===== src/rtl/gap_junction_stream_gen.sv =====
// gap_junction_stream_gen: AXI-Stream packet generator.
// After a start delay counted in sink-ready cycles, emits packets of PKT_LEN
// words (one HEADER word followed by PAYLOAD words), optionally separated by
// GAP idle cycles, until NUM_PKTS packets are sent (0 = run forever).
// Optional feature macro: GJ_STREAM_GEN_RAMP_EN -- payload word k carries
// PAYLOAD+k-1 instead of a constant PAYLOAD.
// All stream outputs come straight from flops; TREADY only feeds next-state
// logic, so there is no combinational path from TREADY to any output.

module gap_junction_stream_gen #(
  parameter int          DATA_W      = 32,
  parameter int          PKT_LEN     = 217,
  parameter logic [31:0] HEADER      = 32'h0200_0360,
  parameter logic [31:0] PAYLOAD     = 32'hc270_0000,
  parameter int          START_DELAY = 20000,
  parameter int          NUM_PKTS    = 1,
  parameter int          GAP         = 0
) (
  input  logic              clk,
  input  logic              reset,
  output logic              input_r_TVALID_0,
  input  logic              input_r_TREADY_0,
  output logic [DATA_W-1:0] input_r_TDATA_0,
  output logic              input_r_TLAST_0,
  output logic [15:0]       pkt_count,
  output logic              done
);

  typedef enum logic [1:0] {
    ST_WAIT,
    ST_SEND,
    ST_GAP,
    ST_DONE
  } state_t;

  // Header/payload constants resized to the stream width (zero-extend or truncate).
  localparam logic [DATA_W-1:0] HEADER_W   = DATA_W'(HEADER);
  localparam logic [DATA_W-1:0] PAYLOAD_W  = DATA_W'(PAYLOAD);
  localparam logic [19:0]       DELAY_END  = 20'(START_DELAY);
  localparam logic [15:0]       LAST_IDX   = 16'(PKT_LEN - 1);
  // Only used when GAP > 0; wraps harmlessly otherwise.
  localparam logic [15:0]       GAP_END    = 16'(GAP - 1);
  localparam logic [16:0]       NUM_PKTS_W = 17'(NUM_PKTS);
  localparam bit                HAS_GAP    = (GAP > 0);
  localparam bit                CONTINUOUS = (NUM_PKTS == 0);

  state_t      state;
  state_t      state_next;
  logic [19:0] delay_cnt;
  logic [19:0] delay_cnt_next;
  logic [15:0] word_idx;
  logic [15:0] word_idx_next;
  logic [15:0] gap_cnt;
  logic [15:0] gap_cnt_next;
  logic [15:0] pkt_count_next;
  logic [16:0] pkt_count_inc;
  logic        tready_q;
  logic        xfer;
  logic        last_word;

  logic              tvalid_d;
  logic              tlast_d;
  logic [DATA_W-1:0] tdata_d;
  logic [DATA_W-1:0] payload_word;
  logic              done_d;

  assign xfer          = input_r_TVALID_0 & input_r_TREADY_0;
  assign last_word     = (word_idx == LAST_IDX);
  assign pkt_count_inc = {1'b0, pkt_count} + 17'd1;

`ifdef GJ_STREAM_GEN_RAMP_EN
  // Payload word k carries PAYLOAD + (k-1), wrapping at the stream width.
  logic [DATA_W-1:0] ramp_off;
  assign ramp_off     = DATA_W'(word_idx_next - 16'd1);
  assign payload_word = PAYLOAD_W + ramp_off;
`else
  // Constant payload; no ramp arithmetic in this build.
  assign payload_word = PAYLOAD_W;
`endif

  // State register.
  always_ff @(posedge clk) begin
    // NOTE: flops use non-blocking assignments so every register samples the
    // pre-edge values, independent of statement order.
    if (!reset) begin
      state <= ST_WAIT;
    end else begin
      state <= state_next;
    end
  end

  // Next-state and counter update logic.
  always_comb begin
    // NOTE: every output of this block gets a default first so no path leaves
    // a signal unassigned, which would otherwise infer a latch.
    state_next     = state;
    delay_cnt_next = delay_cnt;
    word_idx_next  = word_idx;
    gap_cnt_next   = gap_cnt;
    pkt_count_next = pkt_count;

    case (state)
      ST_WAIT: begin
        if (delay_cnt == DELAY_END) begin
          state_next = ST_SEND;
        end else if (tready_q) begin
          delay_cnt_next = delay_cnt + 20'd1;
        end
      end

      ST_SEND: begin
        if (xfer) begin
          if (last_word) begin
            word_idx_next = '0;
            if (pkt_count != 16'hFFFF) begin
              pkt_count_next = pkt_count + 16'd1;
            end
            if (!CONTINUOUS && (pkt_count_inc == NUM_PKTS_W)) begin
              state_next = ST_DONE;
            end else if (HAS_GAP) begin
              state_next   = ST_GAP;
              gap_cnt_next = '0;
            end else begin
              state_next = ST_SEND;
            end
          end else begin
            word_idx_next = word_idx + 16'd1;
          end
        end
      end

      ST_GAP: begin
        if (gap_cnt == GAP_END) begin
          state_next = ST_SEND;
        end else begin
          gap_cnt_next = gap_cnt + 16'd1;
        end
      end

      ST_DONE: begin
        state_next = ST_DONE;
      end

      default: begin
        state_next = ST_WAIT;
      end
    endcase
  end

  // Output decode: values the output flops load at the next edge.
  always_comb begin
    tvalid_d = (state_next == ST_SEND);
    tlast_d  = tvalid_d && (word_idx_next == LAST_IDX);
    tdata_d  = '0;
    if (tvalid_d) begin
      tdata_d = (word_idx_next == 16'd0) ? HEADER_W : payload_word;
    end
    done_d = (state_next == ST_DONE);
  end

  // Datapath counters and registered stream outputs.
  always_ff @(posedge clk) begin
    if (!reset) begin
      delay_cnt        <= '0;
      word_idx         <= '0;
      gap_cnt          <= '0;
      tready_q         <= 1'b0;
      pkt_count        <= '0;
      input_r_TVALID_0 <= 1'b0;
      input_r_TLAST_0  <= 1'b0;
      input_r_TDATA_0  <= '0;
      done             <= 1'b0;
    end else begin
      delay_cnt        <= delay_cnt_next;
      word_idx         <= word_idx_next;
      gap_cnt          <= gap_cnt_next;
      tready_q         <= input_r_TREADY_0;
      pkt_count        <= pkt_count_next;
      input_r_TVALID_0 <= tvalid_d;
      input_r_TLAST_0  <= tlast_d;
      input_r_TDATA_0  <= tdata_d;
      done             <= done_d;
    end
  end

endmodule


===== config.mk =====
export PLATFORM = sky130hd
export DESIGN_NAME = gap_junction_stream_gen
export DESIGN_NICKNAME = d
export VERILOG_FILES = /design/src/rtl/gap_junction_stream_gen.sv
export SDC_FILE = /design/constraint.sdc
export NUM_CORES = 1
export LEC_CHECK = 0
export CAP_MARGIN = 10
export CORE_ASPECT_RATIO = 0.7
export CORE_MARGIN = 4
export CORE_UTILIZATION = 45
export DETAILED_ROUTE_END_ITERATION = 8
export PLACE_DENSITY = 0.73
export SYNTH_ARGS = -nofsm -noshare
export SYNTH_HDL_FRONTEND = slang
export SYNTH_SLANG_ARGS = --single-unit

===== constraint.sdc =====
create_clock -name clk -period 4 [get_ports clk]
set_input_delay 0.6 -clock clk [delete_from_list [all_inputs] [get_ports clk]]
set_output_delay 0.6 -clock clk [all_outputs]
set_load 0.05 [all_outputs]

# After elaboration in Yosys (flattened, before gate mapping)
# Index checks and enable logic that the tools add are counted.
# classes
addsub	5
n_eq_ne	11
mux	10
bitwise_logic	3
reduce_logical	7
# op_table
operator	n
adder 16 x 1 -> 16 bit, second input constant	3
2-to-1 mux 16 bit	3
== test 16 x 8 -> 1 bit, second input constant	2
2-to-1 mux 32 bit	1
adder 20 x 1 -> 20 bit, second input constant	1
== test 20 x 15 -> 1 bit, second input constant	1
adder 16 x 1 -> 17 bit, second input constant	1
== test 17 x 1 -> 1 bit, second input constant	1
== test 16 bit, second input constant	1
logical NOT 16 bit	1
inequality test 16 bit, second input constant	1
2-to-1 mux 2 bit	5
case mux 2 bit (4 select lines)	1
== test 2 bit, second input constant	3
== test 2 x 1 -> 1 bit, second input constant	2
AND reduction 2 bit	2
AND reduction 4 bit	1
AND reduction 3 bit	1
logical NOT 2 bit	1
NOT 1 bit	2
AND 1 bit	1
logical AND 1 bit	1
# totals
ff_bits	106
input_bits	3
out_inout_bits	51
wordCells	46

# Longest topological paths before layout
# logic_depth
word_depth	8
mapped_depth	9
ltp_nobuf	8

# Worst setup path after synthesis
# Ideal clock, no wire load.
# synth_path
path_kind	reg-to-reg
start	reg pkt_count[5]
end	reg pkt_count[6]
setup_time_ns	0.128
arrival_ns	2.370
t_required_ns	3.872
path_slack_ns	1.503
stages_incl_launch_ff	9
path_buffers	2
path_cell_list	dfxtp_1 > clkbuf_1 > nand4_1 > nor4_1 > a311oi_2 > buf_2 > nand3_1 > xor2_1 > nor2_1
# synth_via
elab_chain_len	2
# synth_lines
item	line	source
start, declared	25	output logic [15:0] pkt_count,
start signal, assigned	178	pkt_count <= pkt_count_next;
branches (longest 2 deep; another with adder 16 x 1 -> 16 bit)	n/a	
# Several ways; the timed one is not identified.
# A chain may end at the register's enable or synchronous reset.

# Final worst setup path
# layout_path
start	in input_r_TREADY_0
end	reg input_r_TLAST_0
# layout_via
elab_chain_len	5
# layout_lines
item	line	source
start, declared	22	input logic input_r_TREADY_0,
AND 1 bit (*)	67	assign xfer = input_r_TVALID_0 & input_r_TREADY_0;
2-to-1 mux 16 bit or 2-to-1 mux 2 bit (tied branches)	112	if (xfer) begin
2-to-1 mux 16 bit or case mux 2 bit (4 select lines) (tied branches)	102	case (state)
== test 16 x 8 -> 1 bit or == test 2 x 1 -> 1 bit (tied branches)	153, 152	
logical AND 1 bit (*)	153	tlast_d = tvalid_d && (word_idx_next == LAST_IDX);
end signal, assigned	180	input_r_TLAST_0 <= tlast_d;
end, declared	24	output logic input_r_TLAST_0,
# Every way passes the cells marked *; elsewhere a longest branch is shown, timed or not.

==> key figures <==
STA
  • Max-slew headroom: around two fifths
  • Final Hold Fails: 0
  • Final period utilization: a little over two thirds
  • Measured slew at the worst slew-check pin: about 0.90 ns
  • TNS Setup: 0 ns
  • RSZ-0062 raised after global routing: false
  • Clock Skew: roughly 0.0061 ns
  • Maximum operating frequency: 358 MHz
  • Final setup viols: 0
  • Max Slew Vio Count: 0
  • Fin crit period: around 2.8 ns

Pwr
  • Peak VDD IR: approximately 0.31 mV
  • Switch share: a little under a quarter
  • Leakage: 0.00155 uW
  • Flop pwr share: 48.5%
  • Share of total power in the clock network: a little under half
  • Logic pwr share: around 4.5%
  • Switching Power: 382 uW
  • Power density over the cells: around 330 nW/um2
  • Internal power: 1210 uW
  • Total power draw: 1600 uW

Setup path
  • Worst reg-to-reg path cell count: 8
  • R2r setup slk: 1.27 ns
  • Maximum fanout along the worst path: 19
  • CP Data Arrival Time: just over 3 ns
  • Kind of end point of the critical path: flip-flop
  • Critical Path Source Type: primary input
  • Reg-to-reg endpoint: input_r_TLAST_0
  • RR Startpoint: word_idx[0]
  • Required @ worst endpoint: ~4.2 ns
  • Kind of critical path: in2reg

Synth
  • Yosys warns: 0
  • Post-Syn Area: 4290 um2
  • Yosys top cell area share: 35.9%
  • Synth Flop Type: dfxtp_1
  • Seq/Total Area, Yosys: 35.9%
  • Post-synth EDFFs: 0
  • Syn Area/Cell: roughly 8.3 um2
  • Count of cell types in the netlist: 57
  • Main area contributors after synthesis: dfxtp_1 (36%), nor2_1 (5.7%), xor2_1 (5.5%), buf_4 (5.3%), xnor2_1 (4.5%)
  • Post-synth ARST share: 0%
  • Post-synthesis cell count: about 520
  • Synth top cells by count: dfxtp_1 (77), nor2_1 (65), nand2_1 (35)
  • Yosys top cell by area: dfxtp_1
  • Post-synthesis register bit count: 77
  • Most common cell in the synthesized netlist: dfxtp_1

Finish
  • N_diodes: 0
  • Utilization after layout: roughly 52%
  • Finished Layout Cells: 658
  • Share of layout cells above drive strength 1: about 7.9%
  • Final nets: roughly 540
  • P&R area growth vs syn: 11.8%

Placed design
  • Number of I/O port buffers: 31
  • # placed instances: between 600 and 700
  • Detailed Place HPWL: 6360 um
  • RePlAce Congestion: between 0.8 and 0.9

Run
  • # Max-Cap Violations: 0

Drt
  • Antenna-violating nets left: 0
  • DRC errors left: 0
  • Vias/cell: ~5.4
  • Via count of the routed design: between 3000 and 4000
  • DRT Pass-1 Iters: 5
  • Final WL: approximately 8900 um
  • Detailed-route wire length per cell: between 10 and 15 um
  • 1st-iter DRT viols: roughly 250

Status
  • Status: completed

Worst hold path
  • Worst Hold Launch: gap_cnt[1]
  • Hold Path End: gap_cnt[1]
  • Hold Crit Class: reg2reg
  • Hold Path Depth: 2

Clock network
  • Clk buf depth: 2
  • Cts hold-fix bufs: 0
  • Clock H-tree levels: 3
  • CTS buffer count: 9
  • Post-CTS setup buffer count: 0
  • Clk slew on worst S/H paths: 0.06 ns
  • CTS tree: built
  • Clk sinks: 77
  • CTS resizes: 0
  • Worst skew pair latency: around 0.34 ns
  • Root Buffer: clkbuf_16

Floorplan
  • I/O pins: 54
  • # rows: 29
  • Chip height: 89.7 um
  • Die width: around 120 um
  • Core footprint: a little over 9000 um2
  • Initial core utilization: a little under half
  • Die area: roughly 11000 um2

Global routing
  • Initial antenna violation count: 0
  • Vias in the first global route: around 3200
  • Grt total ovfl: 0
  • Pin count of the biggest net entering global routing: 36
  • Tot GR Track Use: 16.5%
  • First-pass GRT wire length: roughly 15000 um
[placed cells by master, fill, tap and decap left out, drive strengths merged, types with 6 or more instances in the layout]
cell and count:
dfxtp 77, nor2 65, nand2 35, clkdlybuf4s50 31
nand3 30, xor2 28, a21oi 26, xnor2 22
conb 22, o21ai 20, nand4 18, nor3 16
nor4 15, or3 15, inv 14, clkbuf 11
and4 8, and3 8, ha 7, and2 6
nor4bb 6
[sequential cells by signal, indices dropped and copies added, names as in the netlist]
name              count
delay_cnt            20
done                  1
gap_cnt              16
input_r_TDATA_0       3
input_r_TLAST_0       1
input_r_TVALID_0      1
pkt_count            16
state                 2
tready_q              1
word_idx             16
[logic make-up after synthesis]
kind of cell    synth area share, %
simple gates                   30.8
mux                           0.963
fa+ha+maj                      2.04
buf+inv                        9.10
flops                          35.9
compound gates                 10.7
other cells                  0.0875
xor+xnor                       10.4
[critical path, cell delays in order]
cell	delay (ns)
clkdlybuf4s50_1	0.53
nand4b_4	0.29
or3_1	0.55
nor3_2	0.20
a31oi_1	0.13
nor4_2	0.42
nor4bb_1	0.32
[layout make-up]
cell class                      count  area [um2]
Sequential cell                    77        1540
Inverter                           15        56.3
Timing Repair Buffer               33         325
Tap cell                          124         155
Clock inverter                      5        36.3
Clock buffer                       11         243
Multi-Input combinational cell    393        2430
Fill cell                         857        4390
[metrics by stage]
step | area (um2) | hold WS [ns] | worst slack (ns)
after global placement | 4510 | 0.481 | 0.950
after global routing | 4790 | 0.526 | 0.963
final | 4790 | 0.505 | 1.21
after floorplan | 4370 | 0.462 | 1.50
after CTS | 4790 | 0.501 | 1.23
after detailed placement | 4510 | 0.493 | 0.887
[worst max path at each step]
stage                     startpoint         endpoint  depth (start not counted)
finish              input_r_TREADY_0  input_r_TLAST_0                          7
global route             word_idx[0]  input_r_TLAST_0                          8
floorplan               pkt_count[5]     pkt_count[6]                          8
detailed placement  input_r_TREADY_0  input_r_TLAST_0                          7
CTS                 input_r_TREADY_0  input_r_TLAST_0                          7
global placement    input_r_TREADY_0  input_r_TLAST_0                          7
[per-layer routing]
metal | vias up | GRT usage, % | routed length [um]
met1 | 1667 | 21.7 | 4360
met2 | 88 | 26.4 | 3990
met4 | 0 | 6.17 | 102
li1 | 1808 | - | -
met5 | - | 0 | 0
met3 | 8 | 4.49 | 450
[power by group through the flow]
stage               Combinational [uW]  Clock [uW]  Sequential (uW)
floorplan                         80.3           0              789
global placement                  70.6           0              790
detailed placement                72.0           0              790
CTS                               72.0         773              774
global route                      77.3         807              774
finish                            72.5         751              774
(Power assumes the default switching activity.)
